## src/rtl/dct_pkg.sv

```systemverilog
// Shared constants and helpers for the DCT frame upscaling stage: supported FFT
// lengths, the per-N pre-shift lookup, a length predicate and the error codes.
package dct_pkg;

    localparam logic [11:0] PTS_32   = 12'd32;
    localparam logic [11:0] PTS_64   = 12'd64;
    localparam logic [11:0] PTS_128  = 12'd128;
    localparam logic [11:0] PTS_256  = 12'd256;
    localparam logic [11:0] PTS_512  = 12'd512;
    localparam logic [11:0] PTS_1024 = 12'd1024;
    localparam logic [11:0] PTS_2048 = 12'd2048;

    localparam logic [1:0] ERR_OK     = 2'b00;
    localparam logic [1:0] ERR_BADPTS = 2'b01;

    typedef enum logic {StIdle, StInFrame} state_e;

    // True for the FFT lengths the downstream core supports.
    function automatic logic pts_is_valid(input logic [11:0] pts);
        return (pts == PTS_32)  || (pts == PTS_64)  || (pts == PTS_128) ||
               (pts == PTS_256) || (pts == PTS_512) || (pts == PTS_1024) ||
               (pts == PTS_2048);
    endfunction

    // Left shift that cancels the post-FFT per-N right shift; unknown N runs as 2048.
    function automatic logic [1:0] pts_to_shift(input logic [11:0] pts);
        logic [1:0] sh;
        case (pts)
            PTS_2048, PTS_1024: sh = 2'd0;
            PTS_512,  PTS_256:  sh = 2'd1;
            PTS_128,  PTS_64:   sh = 2'd2;
            PTS_32:             sh = 2'd3;
            default:            sh = 2'd0;
        endcase
        return sh;
    endfunction

endpackage

```

## src/rtl/dct_skid_buf.sv

```systemverilog
// Two-entry valid/ready register slice. The output register is the primary
// entry; the skid entry absorbs one beat when the consumer stalls. in_ready is
// registered so the upstream path has no combinational dependency on out_ready.
module dct_skid_buf #(
    parameter int unsigned Width = 8
) (
    input  logic             clk,
    input  logic             rst_n,
    input  logic             in_valid,
    output logic             in_ready,
    input  logic [Width-1:0] in_data,
    output logic             out_valid,
    input  logic             out_ready,
    output logic [Width-1:0] out_data
);

    logic             out_valid_q, out_valid_d;
    logic             skid_valid_q, skid_valid_d;
    logic [Width-1:0] out_data_q, out_data_d;
    logic [Width-1:0] skid_data_q, skid_data_d;
    logic             ready_q;
    logic             push, pop;

    // Next-state: refill the output register from the skid first to keep order.
    always_comb begin
        push         = in_valid && ready_q;
        pop          = out_valid_q && out_ready;
        out_valid_d  = out_valid_q;
        out_data_d   = out_data_q;
        skid_valid_d = skid_valid_q;
        skid_data_d  = skid_data_q;
        if (!out_valid_q || pop) begin
            if (skid_valid_q) begin
                out_valid_d  = 1'b1;
                out_data_d   = skid_data_q;
                skid_valid_d = push;
                if (push) begin
                    skid_data_d = in_data;
                end
            end else begin
                out_valid_d  = push;
                skid_valid_d = 1'b0;
                if (push) begin
                    out_data_d = in_data;
                end
            end
        end else if (push) begin
            skid_valid_d = 1'b1;
            skid_data_d  = in_data;
        end
    end

    // State registers; ready tracks the skid entry being free.
    always_ff @(posedge clk or negedge rst_n) begin
        if (!rst_n) begin
            out_valid_q  <= 1'b0;
            out_data_q   <= '0;
            skid_valid_q <= 1'b0;
            skid_data_q  <= '0;
            ready_q      <= 1'b0;
        end else begin
            out_valid_q  <= out_valid_d;
            out_data_q   <= out_data_d;
            skid_valid_q <= skid_valid_d;
            skid_data_q  <= skid_data_d;
            ready_q      <= !skid_valid_d;
        end
    end

    assign in_ready  = ready_q;
    assign out_valid = out_valid_q;
    assign out_data  = out_data_q;

endmodule

```

## src/rtl/dct_frame_upscaling.sv

```systemverilog
// Builds FFT frames (sop/eop) from an unframed complex sample stream, sign
// extends each sample to the FFT width and pre-shifts it by a per-N factor so
// end-to-end gain is independent of N. Output goes through a 2-entry skid.
// Optional build macro DCT_UPSCALE_STATS_EN adds frame_cnt / err_cnt outputs.
module dct_frame_upscaling
    import dct_pkg::*;
#(
    parameter int unsigned wDataIn  = 16,
    parameter int unsigned wDataOut = 28
) (
    input  logic                clk,
    input  logic                rst_n,
    input  logic                sink_valid,
    output logic                sink_ready,
    input  logic [wDataIn-1:0]  sink_real,
    input  logic [wDataIn-1:0]  sink_imag,
    input  logic [11:0]         fftpts_in,
    output logic                source_valid,
    input  logic                source_ready,
    output logic [1:0]          source_error,
    output logic                source_sop,
    output logic                source_eop,
    output logic [wDataOut-1:0] source_real,
    output logic [wDataOut-1:0] source_imag,
    output logic [11:0]         fftpts_out,
    output logic                frame_err
`ifdef DCT_UPSCALE_STATS_EN
    ,
    output logic [15:0]         frame_cnt,
    output logic [7:0]          err_cnt
`endif
);

    localparam int unsigned PayW = 16 + 2 * wDataOut;

    // Largest pre-shift is 3, so the output must have 3 bits of headroom.
    if (wDataOut < wDataIn + 3) begin : g_bad_width
        $error("dct_frame_upscaling: wDataOut must be >= wDataIn + 3");
    end

    state_e        state_q;
    logic [10:0]   cnt_q;
    logic [11:0]   pts_q;
    logic [1:0]    shift_q;
    logic [1:0]    err_q;
    logic          frame_err_q;

    logic          accept;
    logic          pts_ok;
    logic          beat_sop, beat_eop;
    logic [1:0]    beat_err, beat_shift;
    logic [11:0]   beat_pts;
    logic [wDataOut-1:0] ext_re, ext_im, scl_re, scl_im;
    logic [PayW-1:0]     pay_in, pay_out;

    // Tag the incoming sample: the sop beat uses fftpts_in directly, later beats the latched frame.
    always_comb begin
        accept = sink_valid && sink_ready;
        pts_ok = pts_is_valid(fftpts_in);
        if (state_q == StIdle) begin
            beat_sop   = 1'b1;
            beat_eop   = 1'b0;  // minimum N is 32, so sop and eop never coincide
            beat_pts   = pts_ok ? fftpts_in : PTS_2048;
            beat_shift = pts_to_shift(fftpts_in);
            beat_err   = pts_ok ? ERR_OK : ERR_BADPTS;
        end else begin
            beat_sop   = 1'b0;
            beat_eop   = ({1'b0, cnt_q} == (pts_q - 12'd1));
            beat_pts   = pts_q;
            beat_shift = shift_q;
            beat_err   = err_q;
        end
        ext_re = {{(wDataOut - wDataIn){sink_real[wDataIn-1]}}, sink_real};
        ext_im = {{(wDataOut - wDataIn){sink_imag[wDataIn-1]}}, sink_imag};
        scl_re = ext_re << beat_shift;
        scl_im = ext_im << beat_shift;
        pay_in = {beat_sop, beat_eop, beat_err, beat_pts, scl_re, scl_im};
    end

    // Framing FSM: latch length/shift on sop, count beats, return to idle on eop.
    always_ff @(posedge clk or negedge rst_n) begin
        if (!rst_n) begin
            state_q     <= StIdle;
            cnt_q       <= '0;
            pts_q       <= '0;
            shift_q     <= '0;
            err_q       <= ERR_OK;
            frame_err_q <= 1'b0;
        end else begin
            frame_err_q <= 1'b0;
            if (accept) begin
                unique case (state_q)
                    StIdle: begin
                        pts_q       <= beat_pts;
                        shift_q     <= beat_shift;
                        err_q       <= beat_err;
                        cnt_q       <= 11'd1;
                        frame_err_q <= !pts_ok;
                        state_q     <= StInFrame;
                    end
                    StInFrame: begin
                        if (beat_eop) begin
                            cnt_q   <= '0;
                            state_q <= StIdle;
                        end else begin
                            cnt_q <= cnt_q + 11'd1;
                        end
                    end
                endcase
            end
        end
    end

    dct_skid_buf #(
        .Width (PayW)
    ) u_skid (
        .clk       (clk),
        .rst_n     (rst_n),
        .in_valid  (sink_valid),
        .in_ready  (sink_ready),
        .in_data   (pay_in),
        .out_valid (source_valid),
        .out_ready (source_ready),
        .out_data  (pay_out)
    );

    assign {source_sop, source_eop, source_error, fftpts_out, source_real, source_imag} = pay_out;
    assign frame_err = frame_err_q;

`ifdef DCT_UPSCALE_STATS_EN
    logic [15:0] frame_cnt_q;
    logic [7:0]  err_cnt_q;

    // Completed-frame counter (wraps) and bad-length counter (saturates).
    always_ff @(posedge clk or negedge rst_n) begin
        if (!rst_n) begin
            frame_cnt_q <= '0;
            err_cnt_q   <= '0;
        end else begin
            if (source_valid && source_ready && source_eop) begin
                frame_cnt_q <= frame_cnt_q + 16'd1;
            end
            if (frame_err_q && (err_cnt_q != 8'hFF)) begin
                err_cnt_q <= err_cnt_q + 8'd1;
            end
        end
    end

    assign frame_cnt = frame_cnt_q;
    assign err_cnt   = err_cnt_q;
`endif

endmodule

```

## config.mk

```make
export PLATFORM = sky130hd
export DESIGN_NAME = dct_frame_upscaling
export DESIGN_NICKNAME = d
export VERILOG_FILES = /design/src/rtl/dct_pkg.sv /design/src/rtl/dct_skid_buf.sv /design/src/rtl/dct_frame_upscaling.sv
export SDC_FILE = /design/constraint.sdc
export NUM_CORES = 1
export LEC_CHECK = 0
export ABC_AREA = 1
export BUFFER_PORTS_ARGS = -buffer_cell sky130_fd_sc_hd__buf_2
export CORE_UTILIZATION = 29
export CTS_CLUSTER_DIAMETER = 60
export DETAILED_ROUTE_END_ITERATION = 10
export PLACE_DENSITY = 0.53
export SLEW_MARGIN = 20
export SYNTH_ARGS = -nofsm -noshare
export SYNTH_HDL_FRONTEND = slang
export SYNTH_HIERARCHICAL = 1
export SYNTH_SLANG_ARGS = --single-unit
```

## constraint.sdc

```tcl
create_clock -name clk -period 2.5 [get_ports clk]
set_input_delay 0.25 -clock clk [delete_from_list [all_inputs] [get_ports clk]]
set_output_delay 0.25 -clock clk [all_outputs]
set_load 0.02 [all_outputs]
```

======== Word-level counts from Yosys, hierarchy flattened ========
Index checks and enable logic that the tools add are counted.
word-level totals
  flip-flop bits (word level) ............. 176
  latch bits .............................. 0
  bits in writable memories ............... 0
  bits in read-only memories .............. 0
  input port bits ......................... 48
  output and inout bits ................... 75
  memories kept ........................... 0
cells by class
  add/subtract/negate cells ............... 2
  $mul .................................... 0
  div/mod/pow operators ................... 0
  magnitude comparators ................... 0
  eq/ne operators ......................... 9
  shift-type cells ........................ 2
  multiplexer cells ....................... 23
  bitwise operators ....................... 1
  reduce and logical (&&, ||, !) cells .... 17
operator list
  cell                                                                   number
  72-bit two-way mux                                                     5
  28-bit by 2-bit left shift with 28-bit output                          2
  12-bit two-way mux                                                     2
  11-bit one-hot mux with 2 select lines                                 1
  11-bit by 12-bit == test with 1-bit output                             1
  12-bit by 10-bit == test with 1-bit output (second input constant)     1
  12-bit by 11-bit == test with 1-bit output (second input constant)     1
  12-bit == test (second input constant)                                 1
  12-bit by 6-bit == test with 1-bit output (second input constant)      1
  12-bit by 7-bit == test with 1-bit output (second input constant)      1
  12-bit by 8-bit == test with 1-bit output (second input constant)      1
  12-bit by 9-bit == test with 1-bit output (second input constant)      1
  12-bit by 1-bit subtractor with 12-bit output (second input constant)  1
  11-bit by 1-bit adder with 11-bit output (second input constant)       1
  11-bit two-way mux                                                     1
  1-bit two-way mux                                                      10
  1-bit logical OR                                                       7
  2-bit one-hot mux with 3 select lines                                  1
  2-bit two-way mux                                                      2
  2-bit AND reduction                                                    2
  2-bit OR reduction                                                     2
  1-bit logical NOT                                                      3
  1-bit logical AND                                                      2
  2-bit by 1-bit != test with 1-bit output (second input constant)       1
  other kinds (3)                                                        3

======== Depth between registers and ports, before layout ========
  depth after elaboration ................. 12
  gate-level depth with buffers ........... 17
  depth with buffers taken out ............ 16

======== Cells and area by module ========
Netlist, hierarchy kept.
modules (own cells, without submodules)
  module               times used  cells an instance  area each (um^2)  seq. area each (um^2)
  dct_skid_buf         1           869                6961.7            3678.5
  dct_frame_upscaling  1           549                3118.0            725.7

======== Worst setup path before layout ========
No wires, ideal clock.
  kind .................................... reg2reg
  start ................................... reg pts_q[0]
  end ..................................... reg u_skid.out_data_q[70], in the netlist u_skid/out_data[70]
  library setup time ...................... 65 ps
  arrival ................................. 1703 ps
  required time ........................... 2435 ps
  setup slack ............................. 732 ps
  stages on the path, launching flop included .. 16
  period minus slack after synthesis ...... 1768 ps
  cells stage by stage .................... dfrtp_1 -> inv_2 -> ha_1 -> nand3_2 -> nor2_2 -> nand2_1 -> nand2_1 -> nand2_1 -> nor2_4 -> nand3_2 -> buf_6 -> inv_2 -> nand2_1 -> nand2_1 -> nand3_1 -> nand2_1
between the ends
  word-level cells in the longest chain between the ends .. 5
RTL lines
  item                                           line                       source
  from (decl)                                    dct_frame_upscaling.sv:43  logic [11:0] pts_q;
  from (signal assigned)                         dct_frame_upscaling.sv:94  pts_q <= beat_pts;
  12-bit by 1-bit subtractor with 12-bit output  dct_frame_upscaling.sv:68  beat_eop = ({1'b0, cnt_q} == (pts_q - 12'd1));
  11-bit by 12-bit == test with 1-bit output     dct_frame_upscaling.sv:68
  1-bit two-way mux                              dct_frame_upscaling.sv:60  if (state_q == StIdle) begin
  net beat_eop                                   dct_frame_upscaling.sv:50  logic beat_sop, beat_eop;
  72-bit two-way mux                             dct_skid_buf.sv:43         if (push) begin
  72-bit two-way mux                             dct_skid_buf.sv:33         if (skid_valid_q) begin
  to (signal assigned)                           dct_skid_buf.sv:63         out_data_q <= out_data_d;
  to (decl)                                      dct_skid_buf.sv:19         logic [Width-1:0] out_data_q, out_data_d;
The timed path passes the listed nets, and every way through them passes these cells. The select of a mux whose other input is x is not followed.
A chain may end at the register's enable or synchronous reset.

======== Worst setup path after layout ========
Ends and elaborated chain as after synthesis.

==> key figures <==
Outcome
  • Status: finished clean

Final layout
  • Share of layout cells above drive strength 1: 0.162
  • Leading cell type in the layout, fill and taps excluded: nand2_1
  • Fill count: 3718
  • # diodes: 0
  • Total area of sequential cells: 4410 um2
  • Area grow syn2layout: 13.2%
  • Commonest non-fill, non-tap cells in the layout: nand2_1, nand3_1, dfrtp_1, buf_2, inv_1
  • Number of nets in the layout: 1552
  • Footprint of the multi-input gates: 4680 um2

Global route
  • Vias in the first global route: 8904
  • Overflow after GRT: 0
  • Initial antenna violation count: 0
  • Tot GR Track Use: 0.168
  • Pin count of the biggest net entering global routing: 74
  • First-pass GRT wire length: approximately 48000 um

Setup path
  • Critical Path Stages: 15
  • Worst-path fanout max: 13
  • Worst Setup EP: u_skid/out_data[70]
  • Cell mode on critical path: nand2_1
  • Crit. End Element: flip-flop
  • Worst Path Required: 2.87 ns
  • WP data arrival: 2.47 ns
  • RR Endpoint: u_skid/out_data[70]
  • R2r startpoint: pts_q[0]
  • Crit path cell chain: inv_2 -> ha_1 -> nand3_2 -> nor2_2 -> nand2_1 -> nand2_1 -> nand2_1 -> nor2_4 -> nand3_2 -> buf_4 -> inv_2 -> nand2_1 -> nand2_1 -> nand3_1 -> nand2_1
  • Crit path from: pts_q[0]
  • Worst r2r path cells: 15
  • Critical path's slowest cell: dfrtp_1
  • Top delay family on crit path: simple AND/OR/NAND/NOR gates
  • Crit-path max cell delay: 0.42 ns
  • R2r setup slk: 0.40 ns
  • CP Class: flip-flop to flip-flop
  • Crit start category: flip-flop
  • Buf/Inv on CP: 3

CTS
  • Clock buffer depth: 2
  • Clock-pin slew on the worst setup and hold paths: 0.07 ns
  • TritonCTS buffer count: 17
  • Worst-Skew Late Latency: 0.44 ns
  • Post-CTS Resized: 0
  • Num Clock Sinks: ~180
  • H-tree depth: 4
  • CTS tree: yes
  • Clk root buf: clkbuf_16

Die
  • Initial Util: 0.298
  • I/O pin cnt: around 120
  • Die width: approximately 190 um
  • Die height: about 190 um
  • Core Region: between 30000 and 40000 um2
  • Row cnt: 67
  • Die Area: ~36000 um2

Synth
  • Post-Syn Instances: 1418
  • Sequential area share after synthesis: 0.437
  • Synth Register Bits: 176
  • Post-synth cell types: 36
  • Syn. warnings: 6
  • Post-synthesis area per instance: 7.11 um2
  • Post-Syn Area: 10100 um2
  • Synthesized Nets: 1468

STA
  • Maximum clock frequency: 477 MHz
  • Setup Skew: 0.0182 ns
  • Setup violations, final: 0
  • Fin crit share: 0.838
  • Max-slew violations: 0
  • Tmin final: ~2.1 ns
  • RSZ-0062 raised after global routing: no
  • Relative slew slack: 0.365
  • Tightest Pin Transition: 0.953 ns
  • Hold Vio Cnt, Final: 0
  • Setup Total Neg Slack: 0 ns

Detailed routing
  • ANT nets after route: 0
  • DR pass1 iterations: 5
  • DR vias: approximately 9100
  • Total wire length: slightly below 30000 um
  • Drt wl/cell: 14.7 um
  • DRC violations left: 0
  • Vias/cell: 4.66
  • 1st-iter DRT viols: 634

Worst hold path
  • Worst hold path class: primary input to flip-flop

Power and ir drop
  • Leakage: 0.00643 uW
  • Tot Pwr: 14300 uW
  • Max rail drop VDD: 687 uV
  • Pwr dens: 1250 nW/um2

Place
  • Gpl congestion: 0.797
  • DP HPWL: 18600 um
  • Port Buf Inserts: about 120

Run
  • Number of max-cap violations: 0
## cells by family (layout without fill, tap and decap cells)
logic type,after synthesis,in the layout,synth area share
flops,176,176,0.437
simple gates,1027,1027,0.438
buf+inv,171,267,0.0986
xor+xnor,5,5,0.00435
fa+ha+maj,2,2,0.00248
compound gates,37,37,0.0192
## through the flow
stage	worst slack (ns)	hold slack, ns	instance area, um2	instances	util
global placement	0.383	0.255	10900	1930	0.321
CTS	0.403	0.105	11400	1962	0.337
detailed placement	0.340	0.256	10900	1930	0.321
finish	0.405	0.123	11400	1962	0.337
floorplan	0.732	-0.0456	10100	1418	-
global route	0.219	0.126	11400	1962	0.337
## worst min-delay path by stage
stage | startpoint | end | slack (ns) | cells after the start
after floorplan | rst_n | cnt_q[0] | -0.05 | 0
after global placement | rst_n | frame_err | 0.25 | 1
final | fftpts_in[6] | pts_q[6] | 0.12 | 3
after detailed placement | rst_n | frame_err | 0.26 | 1
after global routing | fftpts_in[9] | pts_q[9] | 0.13 | 3
after CTS | fftpts_in[6] | pts_q[6] | 0.11 | 3
## synth_stat cells (all sizes together)
master | n | area share
nor2 | 49 | 0.021
nand3b | 2 | 0.0015
nand3 | 260 | 0.14
xnor2 | 3 | 0.0026
o21a | 2 | 0.0015
buf | 77 | 0.063
xor2 | 2 | 0.0017
nor3 | 7 | 0.0040
clkbuf | 11 | 0.0041
inv | 81 | 0.030
a21oi | 14 | 0.0073
nand2 | 702 | 0.27
o21ai | 21 | 0.010
nand2b | 1 | 0.00062
dfrtp | 176 | 0.44
or2 | 2 | 0.0012
nand4 | 3 | 0.0019
clkinv | 2 | 0.00075
nor4 | 1 | 0.00062
ha | 2 | 0.0025
## where the power goes
group          internal [uW]  switching [uW]  leakage, uW
clock                   1290            1230     0.000258
sequential              3940             589      0.00225
combinational           2200            5070      0.00392
## final cells by class
type,count,share of cell area
clock buffers,18,0.0376
clock inverters,13,0.00910
inverters,83,0.0275
multi-input cells,1071,0.410
flip-flops and latches,176,0.386
well taps,448,0.0491
repair buffers,153,0.0804
## what timing repair did
item                      CTS  global route
hold buffers                1             0
hold endpoints to repair   48             0
buffers inserted            0             0
## state kept, by name, summed over array words and instances, names as in the netlist
name	flops
cnt_q	11
err_q	2
frame_err	1
pts_q	12
shift_q	2
state_q	1
u_skid/in_ready	1
u_skid/out_data	72
u_skid/out_valid	1
u_skid/skid_data_q	72
u_skid/skid_valid_q	1
## per-layer routing
metal	up-vias	wire, um	share of wire	global-route usage
li1	4622	-	-	-
met1	4267	13900	0.48	0.235
met2	245	13100	0.46	0.269
met3	15	1450	0.050	0.0302
met4	0	309	0.011	0.0413
met5	-	0	0	0
## worst min-delay path, cell delays in order
cell     delay [ns]
buf_2          0.12
nand2_1        0.07
o21ai_0        0.07
(Power assumes the default switching activity.)
